**src/rtl/fifo_read_path_pkg.sv**
```systemverilog
// Shared FIFO constants and the pointer-compare helper, reused by the
// read path here and by the external write-pointer block.
package fifo_read_path_pkg;

  localparam int DEFAULT_SIZE  = 8;
  localparam int DEFAULT_WIDTH = 8;

  typedef struct packed {
    logic full;
    logic empty;
  } fifo_flags_t;

  // Pointers carry one wrap bit above the address; ptr_len is the address width.
  function automatic fifo_flags_t ptr_flags(input logic [31:0] rd_ptr,
                                            input logic [31:0] wr_ptr,
                                            input int          ptr_len);
    logic [31:0] diff;
    logic [31:0] addr_mask;
    fifo_flags_t f;
    diff      = rd_ptr ^ wr_ptr;
    addr_mask = (32'd1 << ptr_len) - 32'd1;
    f.empty   = ((diff & ((addr_mask << 1) | 32'd1)) == 32'd0);
    f.full    = ((diff & addr_mask) == 32'd0) && diff[ptr_len[4:0]];
    return f;
  endfunction

endpackage

```
**src/rtl/fifo_read_path_if.sv**
```systemverilog
// Read-path bus: write request in, read pointer / data / flags out.
interface fifo_read_path_if
  import fifo_read_path_pkg::*;
#(
  parameter int WIDTH   = DEFAULT_WIDTH,
  parameter int PTR_LEN = $clog2(DEFAULT_SIZE)
);
  logic             wr_en;
  logic [PTR_LEN:0] wrt_ptr;
  logic [WIDTH-1:0] data_in;
  logic             rd_en;
  logic [WIDTH-1:0] data_out;
  logic [PTR_LEN:0] read_ptr;
  logic             full;
  logic             empty;

  modport master (
    output wr_en, wrt_ptr, data_in, rd_en,
    input  data_out, read_ptr, full, empty
  );

  modport slave (
    input  wr_en, wrt_ptr, data_in, rd_en,
    output data_out, read_ptr, full, empty
  );
endinterface

```
**src/rtl/fifo_flag_gen.sv**
```systemverilog
// Combinational full/empty from the read and write pointers, zero latency.
module fifo_flag_gen
  import fifo_read_path_pkg::*;
#(
  parameter int PTR_LEN = 3
) (
  input  logic [PTR_LEN:0] rd_ptr,
  input  logic [PTR_LEN:0] wr_ptr,
  output logic             full,
  output logic             empty
);
  fifo_flags_t flags;

  always_comb begin
    flags = ptr_flags(32'(rd_ptr), 32'(wr_ptr), PTR_LEN);
    full  = flags.full;
    empty = flags.empty;
  end
endmodule

```
**src/rtl/fifo_read_path.sv**
```systemverilog
// FIFO storage plus read pointer; the write pointer is owned externally
// and only observed here to gate writes and compute the flags.
module fifo_read_path
  import fifo_read_path_pkg::*;
#(
  parameter int SIZE    = DEFAULT_SIZE,
  parameter int WIDTH   = DEFAULT_WIDTH,
  parameter int PTR_LEN = $clog2(SIZE)
) (
  input  logic              rclk,
  input  logic              rd_srst,
  fifo_read_path_if.slave   bus
);
  logic [WIDTH-1:0] mem [SIZE];

  logic [PTR_LEN:0] read_ptr_q, read_ptr_d;
  logic [WIDTH-1:0] data_out_q, data_out_d;
  logic             full, empty;
  logic             wr_fire, rd_fire;

  fifo_flag_gen #(.PTR_LEN(PTR_LEN)) u_flags (
    .rd_ptr (read_ptr_q),
    .wr_ptr (bus.wrt_ptr),
    .full   (full),
    .empty  (empty)
  );

  // Reset cycles block both ports so nothing lands in storage mid-reset.
  always_comb begin
    wr_fire    = bus.wr_en && !full  && !rd_srst;
    rd_fire    = bus.rd_en && !empty && !rd_srst;
    read_ptr_d = read_ptr_q;
    data_out_d = data_out_q;
    if (rd_fire) begin
      data_out_d = mem[read_ptr_q[PTR_LEN-1:0]];
      read_ptr_d = read_ptr_q + (PTR_LEN+1)'(1);
    end
  end

  always_ff @(posedge rclk) begin
    if (rd_srst) begin
      read_ptr_q <= '0;
      data_out_q <= '0;
    end else begin
      read_ptr_q <= read_ptr_d;
      data_out_q <= data_out_d;
    end
  end

  // Storage is deliberately not reset.
  always_ff @(posedge rclk) begin
    if (wr_fire) mem[bus.wrt_ptr[PTR_LEN-1:0]] <= bus.data_in;
  end

  assign bus.data_out = data_out_q;
  assign bus.read_ptr = read_ptr_q;
  assign bus.full     = full;
  assign bus.empty    = empty;
endmodule

```
**src/flat_wrapper.sv**
```systemverilog
// flat-port wrapper written by rule: the top's interface ports become plain ports
module fifo_read_path_flat import fifo_read_path_pkg::*;
#(
  parameter int SIZE    = DEFAULT_SIZE,
  parameter int WIDTH   = DEFAULT_WIDTH,
  parameter int PTR_LEN = $clog2(SIZE)
)
  (rclk, rd_srst, bus_wr_en, bus_wrt_ptr, bus_data_in, bus_rd_en, bus_data_out, bus_read_ptr, bus_full, bus_empty);
  fifo_read_path_if #(.WIDTH(WIDTH), .PTR_LEN(PTR_LEN)) bus_i ();
  input  logic rclk;
  input  logic rd_srst;
  input wire logic [$bits(bus_i.wr_en)-1:0] bus_wr_en;
  input wire logic [$bits(bus_i.wrt_ptr)-1:0] bus_wrt_ptr;
  input wire logic [$bits(bus_i.data_in)-1:0] bus_data_in;
  input wire logic [$bits(bus_i.rd_en)-1:0] bus_rd_en;
  output wire logic [$bits(bus_i.data_out)-1:0] bus_data_out;
  output wire logic [$bits(bus_i.read_ptr)-1:0] bus_read_ptr;
  output wire logic [$bits(bus_i.full)-1:0] bus_full;
  output wire logic [$bits(bus_i.empty)-1:0] bus_empty;
  assign bus_i.wr_en = bus_wr_en;
  assign bus_i.wrt_ptr = bus_wrt_ptr;
  assign bus_i.data_in = bus_data_in;
  assign bus_i.rd_en = bus_rd_en;
  assign bus_data_out = bus_i.data_out;
  assign bus_read_ptr = bus_i.read_ptr;
  assign bus_full = bus_i.full;
  assign bus_empty = bus_i.empty;
  fifo_read_path #(.SIZE(SIZE), .WIDTH(WIDTH), .PTR_LEN(PTR_LEN)) u_core (.rclk(rclk), .rd_srst(rd_srst), .bus(bus_i));
endmodule
```
**config.mk**
```make
export PLATFORM = sky130hd
export DESIGN_NAME = fifo_read_path_flat
export DESIGN_NICKNAME = d
export VERILOG_FILES = /design/src/rtl/fifo_read_path_pkg.sv /design/src/rtl/fifo_read_path_if.sv /design/src/rtl/fifo_flag_gen.sv /design/src/rtl/fifo_read_path.sv /design/src/flat_wrapper.sv
export SDC_FILE = /design/constraint.sdc
export NUM_CORES = 1
export LEC_CHECK = 0
export CAP_MARGIN = 10
export CORE_ASPECT_RATIO = 1.2
export CORE_MARGIN = 5
export CORE_UTILIZATION = 56
export CTS_CLUSTER_DIAMETER = 30
export DETAILED_ROUTE_END_ITERATION = 10
export PLACE_DENSITY = 0.82
export SLEW_MARGIN = 20
export SYNTH_ARGS = -nofsm -noshare
export SYNTH_HDL_FRONTEND = slang
export SYNTH_SLANG_ARGS = --single-unit
export TNS_END_PERCENT = 100
```
**constraint.sdc**
```tcl
create_clock -name rclk -period 2.79 [get_ports rclk]
set_clock_uncertainty 0.1 [all_clocks]
set_input_delay 0.837 -clock rclk [delete_from_list [all_inputs] [get_ports rclk]]
set_output_delay 0.837 -clock rclk [all_outputs]
set_load 0.02 [all_outputs]
```
==> results of run 1 <==
how the worst min path moves through the flow:
stage | startpoint | to | slack [ns] | cells after the start
detailed placement | u_core.bus.data_out[7]$_SDFFE_PP0P_ | u_core.bus.data_out[7]$_SDFFE_PP0P_ | 0.40 | 2
floorplan | u_core.bus.data_out[0]$_SDFFE_PP0P_ | u_core.bus.data_out[0]$_SDFFE_PP0P_ | 0.47 | 2
global placement | u_core.bus.data_out[7]$_SDFFE_PP0P_ | u_core.bus.data_out[7]$_SDFFE_PP0P_ | 0.39 | 2
global route | u_core.bus.data_out[1]$_SDFFE_PP0P_ | u_core.bus.data_out[1]$_SDFFE_PP0P_ | 0.43 | 2
CTS | u_core.bus.data_out[7]$_SDFFE_PP0P_ | u_core.bus.data_out[7]$_SDFFE_PP0P_ | 0.41 | 2
finish | u_core.bus.data_out[7]$_SDFFE_PP0P_ | u_core.bus.data_out[7]$_SDFFE_PP0P_ | 0.40 | 2
per-stage QoR:
step | cell area (um^2) | utilization, %
2_1_floorplan | 3020 | -
3_3_place_gp | 3490 | 66.3
3_5_place_dp | 3490 | 66.3
4_1_cts | 3720 | 70.7
5_1_grt | 3730 | 70.8
6_report | 3730 | 70.8
layer usage:
metal  routed length [um]  up-vias  GRT usage (%)
met5                    0        -              0
met4                  191        0           11.6
met3                  342       18           4.59
met2                 3160       72           31.2
met1                 2270      844           21.6
li1                     -      761              -
repair_timing:
| item | in CTS | in global routing |
|---|---|---|
| hold buffers | 0 | 0 |
| endpoints found under the setup margin | 10 | 4 |
| resized for setup | 16 | 2 |
| setup buffers | 3 | 0 |
| pin swaps | 1 | 0 |
sequential cells by signal, summed over array words and instances (netlist names):
register and flops:
u_core.bus.data_out 8, u_core.bus.read_ptr 4, u_core.mem 64
placed cells by master (no fill, tap or decap):
cell / n
a211oi_1: 8
a21oi_1: 1
a31o_1: 1
a41oi_2: 1
buf_2: 1
buf_4: 27
clkbuf_1: 1
clkbuf_16: 2
clkbuf_8: 10
clkdlybuf4s50_1: 23
clkinv_2: 3
dfxtp_1: 12
dlygate4sd2_1: 4
edfxtp_1: 64
ha_1: 1
inv_1: 2
mux2_1: 1
mux2i_1: 9
mux4_2: 16
nand2_1: 1
nand2b_1: 1
nand3_1: 2
nand3b_1: 2
nand4_1: 2
nor2_1: 16
nor2_2: 4
nor2b_1: 1
nor4_1: 2
or3b_2: 1
xnor2_1: 2
xnor2_2: 3
xor2_1: 1
worst max-delay path: cells and delay by family:
family                 cells  cell delay (ns)
XOR/XNOR                   1             0.16
buffers and inverters      4             0.68
AND/OR/NAND/NOR            1             0.12
power breakdown:
group          switching (mW)  leakage [nW]  internal [mW]
registers              0.0127         0.677           1.26
logic                   0.133         0.487          0.138
clock network           0.375         0.109          0.452
total                   0.521          1.27           1.85
logic make-up (layout without fill, tap and decap cells):
logic type / Yosys count / in the layout
AND/OR/NAND/NOR: 32 / 32
XOR/XNOR: 6 / 6
multiplexers: 26 / 26
buffers and inverters: 11 / 73
adder cells (fa/ha/maj): 1 / 1
flip-flops: 76 / 76
AO/OA/AOI/OAI: 11 / 11
layout make-up:
cell class / count / area (um^2)
Multi-Input combinational cell: 76 / 800
Fill cell: 328 / 1540
Clock buffer: 13 / 191
Tap cell: 62 / 77.6
Timing Repair Buffer: 55 / 473
Sequential cell: 76 / 2160
Clock inverter: 3 / 15.0
Inverter: 2 / 7.51
==> impl_metrics.yaml, run 1 <==
run_status:
  outcome: "completed"
logic_synthesis:
  synthFlopType: "edfxtp_1"
  synth.distinct_cells: 29
  postSynth.asyncResetShare_pct: 0
  synth_most_common_cell: "edfxtp_1"
  synth_top_family_by_area: "multiplexers"
  synth_area_leaders: "edfxtp_1 64%, mux4_2 12%, dfxtp_1 8.0%"
  syn_inst: 163
  synth_edf_count: 64
  synth_xor_area_share_pct: 1.99
  synth.area.mux_share_pct: 15.3
  synth_fa_ha_area_share_pct: 0.415
  synth_area_um2: 3020
  yosysTopAreaCellShare_pct: 63.7
  synth_warnings: 0
  synth_common_cells: "64 x edfxtp_1, 19 x nor2_1, 16 x mux4_2, 12 x dfxtp_1, 9 x mux2i_1"
  syn_avg_cell_area_um2: 18.5
  yosys.area_share.simple_pct: 5.06
  synth-compound-area-share_pct: 2.99
  ys_ff_latch: 76
  seq_area_frac_synth_pct: 71.7
  synth_top_cell_by_area: "edfxtp_1"
  syn_nets: 180
run:
  cap_violations: 0
worst_setup_path:
  crit_fanout: 2
  cp_slowest_cell: "dlygate4sd2_1"
  worstSetupStartpointType: "input port"
  path_class: "input port to output port"
  worst_path_most_repeated_cell: "buf_4"
  reg2reg_slack_ns: 0.50
  crit_end: "bus_empty"
  worstPathArrival_ns: 1.80
  worstRegToRegCells: 7
  critPathMaxStageDelay_ns: 0.26
  end_kind: "output port"
  rr_endpoint: "u_core.mem[2][3]$_DFFE_PP_"
  crit_start: "bus_wrt_ptr[3]"
  crit_path_cell_trace: "dlygate4sd2_1, xor2_1, buf_4, buf_4, nor2_2, buf_4"
  cp.required_ns: 1.85
  r2r_start: "u_core.bus.read_ptr[3]$_SDFFE_PP0P_"
place:
  io_buffers: 29
  placed_cells: 268
  detailedPlace.worstSlack_ns: -0.527
  place_hpwl_mm: 4.06
  routabilityCongestion: 0.804
clocking:
  cts.sinks: 76
  htreeDepth: 3
  cts_root_buf: "clkbuf_8"
  path_clk_slew_ns: 0.08
  clkLatencyLatePin_ns: 0.34
  cts_buffer_depth: 2
  cts_buffers: 9
  cts_tree: "built"
sta:
  tightestPinTransition_ns: 0.894
  setup_viol: 0
  layout_min_cycle_time_ns: 2.74
  min_period_over_period_pct: 98.2
  fmax_ghz: 0.365
  rsz0062_at_grt: "false"
  hold_viol_final: 0
  hold_slack_ns: 0.402
  fin_ws_ns: 0.0511
  max_slew_margin_pct: 40.2
  drv_slew: 0
  tns_ns: 0
floorplan:
  die_area_um2: 6960
  fp-row-count: 29
  core_um2: 5260
  initial_core_util_pct: 57.3
  io_pins: 30
  die_w_um: 77.0
  fp.dieH_um: 90.4
final_layout:
  finalNonFillerCells: 287
  drive_gt1_share_pct: 30.2
  area_growth_pct: 23.6
  finalNetCount: 237
  antenna_cells: 0
global_routing:
  grt_max_degree: 21
  track_usage_pct: 18.8
  antenna_found_initial: 0
  grt-ovfl-total: 0
  grt_pass1_wl_mm: 9.71
  grt_pass1_vias: 1873
pwr:
  power_density_nw_per_um2: 635
  p_total_mw: 2.37
  peakVddDrop_uv: 391
  power.leakage_nw: 1.27
route:
  avgViaCountPerCell: 5.91
  wire_per_inst_um: 20.8
  firstDrtPassIters: 4
  drt_iter0_drc: 190
  drc: 0
  num_vias: 1695
  final_antenna_net_count: 0
  finalWirelength_mm: 5.96
hold_path:
  hold_class: "register to register"
No activity file was read; power rests on OpenSTA's default activity.
==> run 2: changes to the inputs <==
--- a/config.mk
+++ b/config.mk
@@ -12,7 +12,6 @@
 export CTS_CLUSTER_DIAMETER = 30
 export DETAILED_ROUTE_END_ITERATION = 10
 export PLACE_DENSITY = 0.82
-export SLEW_MARGIN = 20
 export SYNTH_ARGS = -nofsm -noshare
 export SYNTH_HDL_FRONTEND = slang
 export SYNTH_SLANG_ARGS = --single-unit
==> results of run 2 <==
No change in the layout: final DEF, timing and power equal those of run 1.
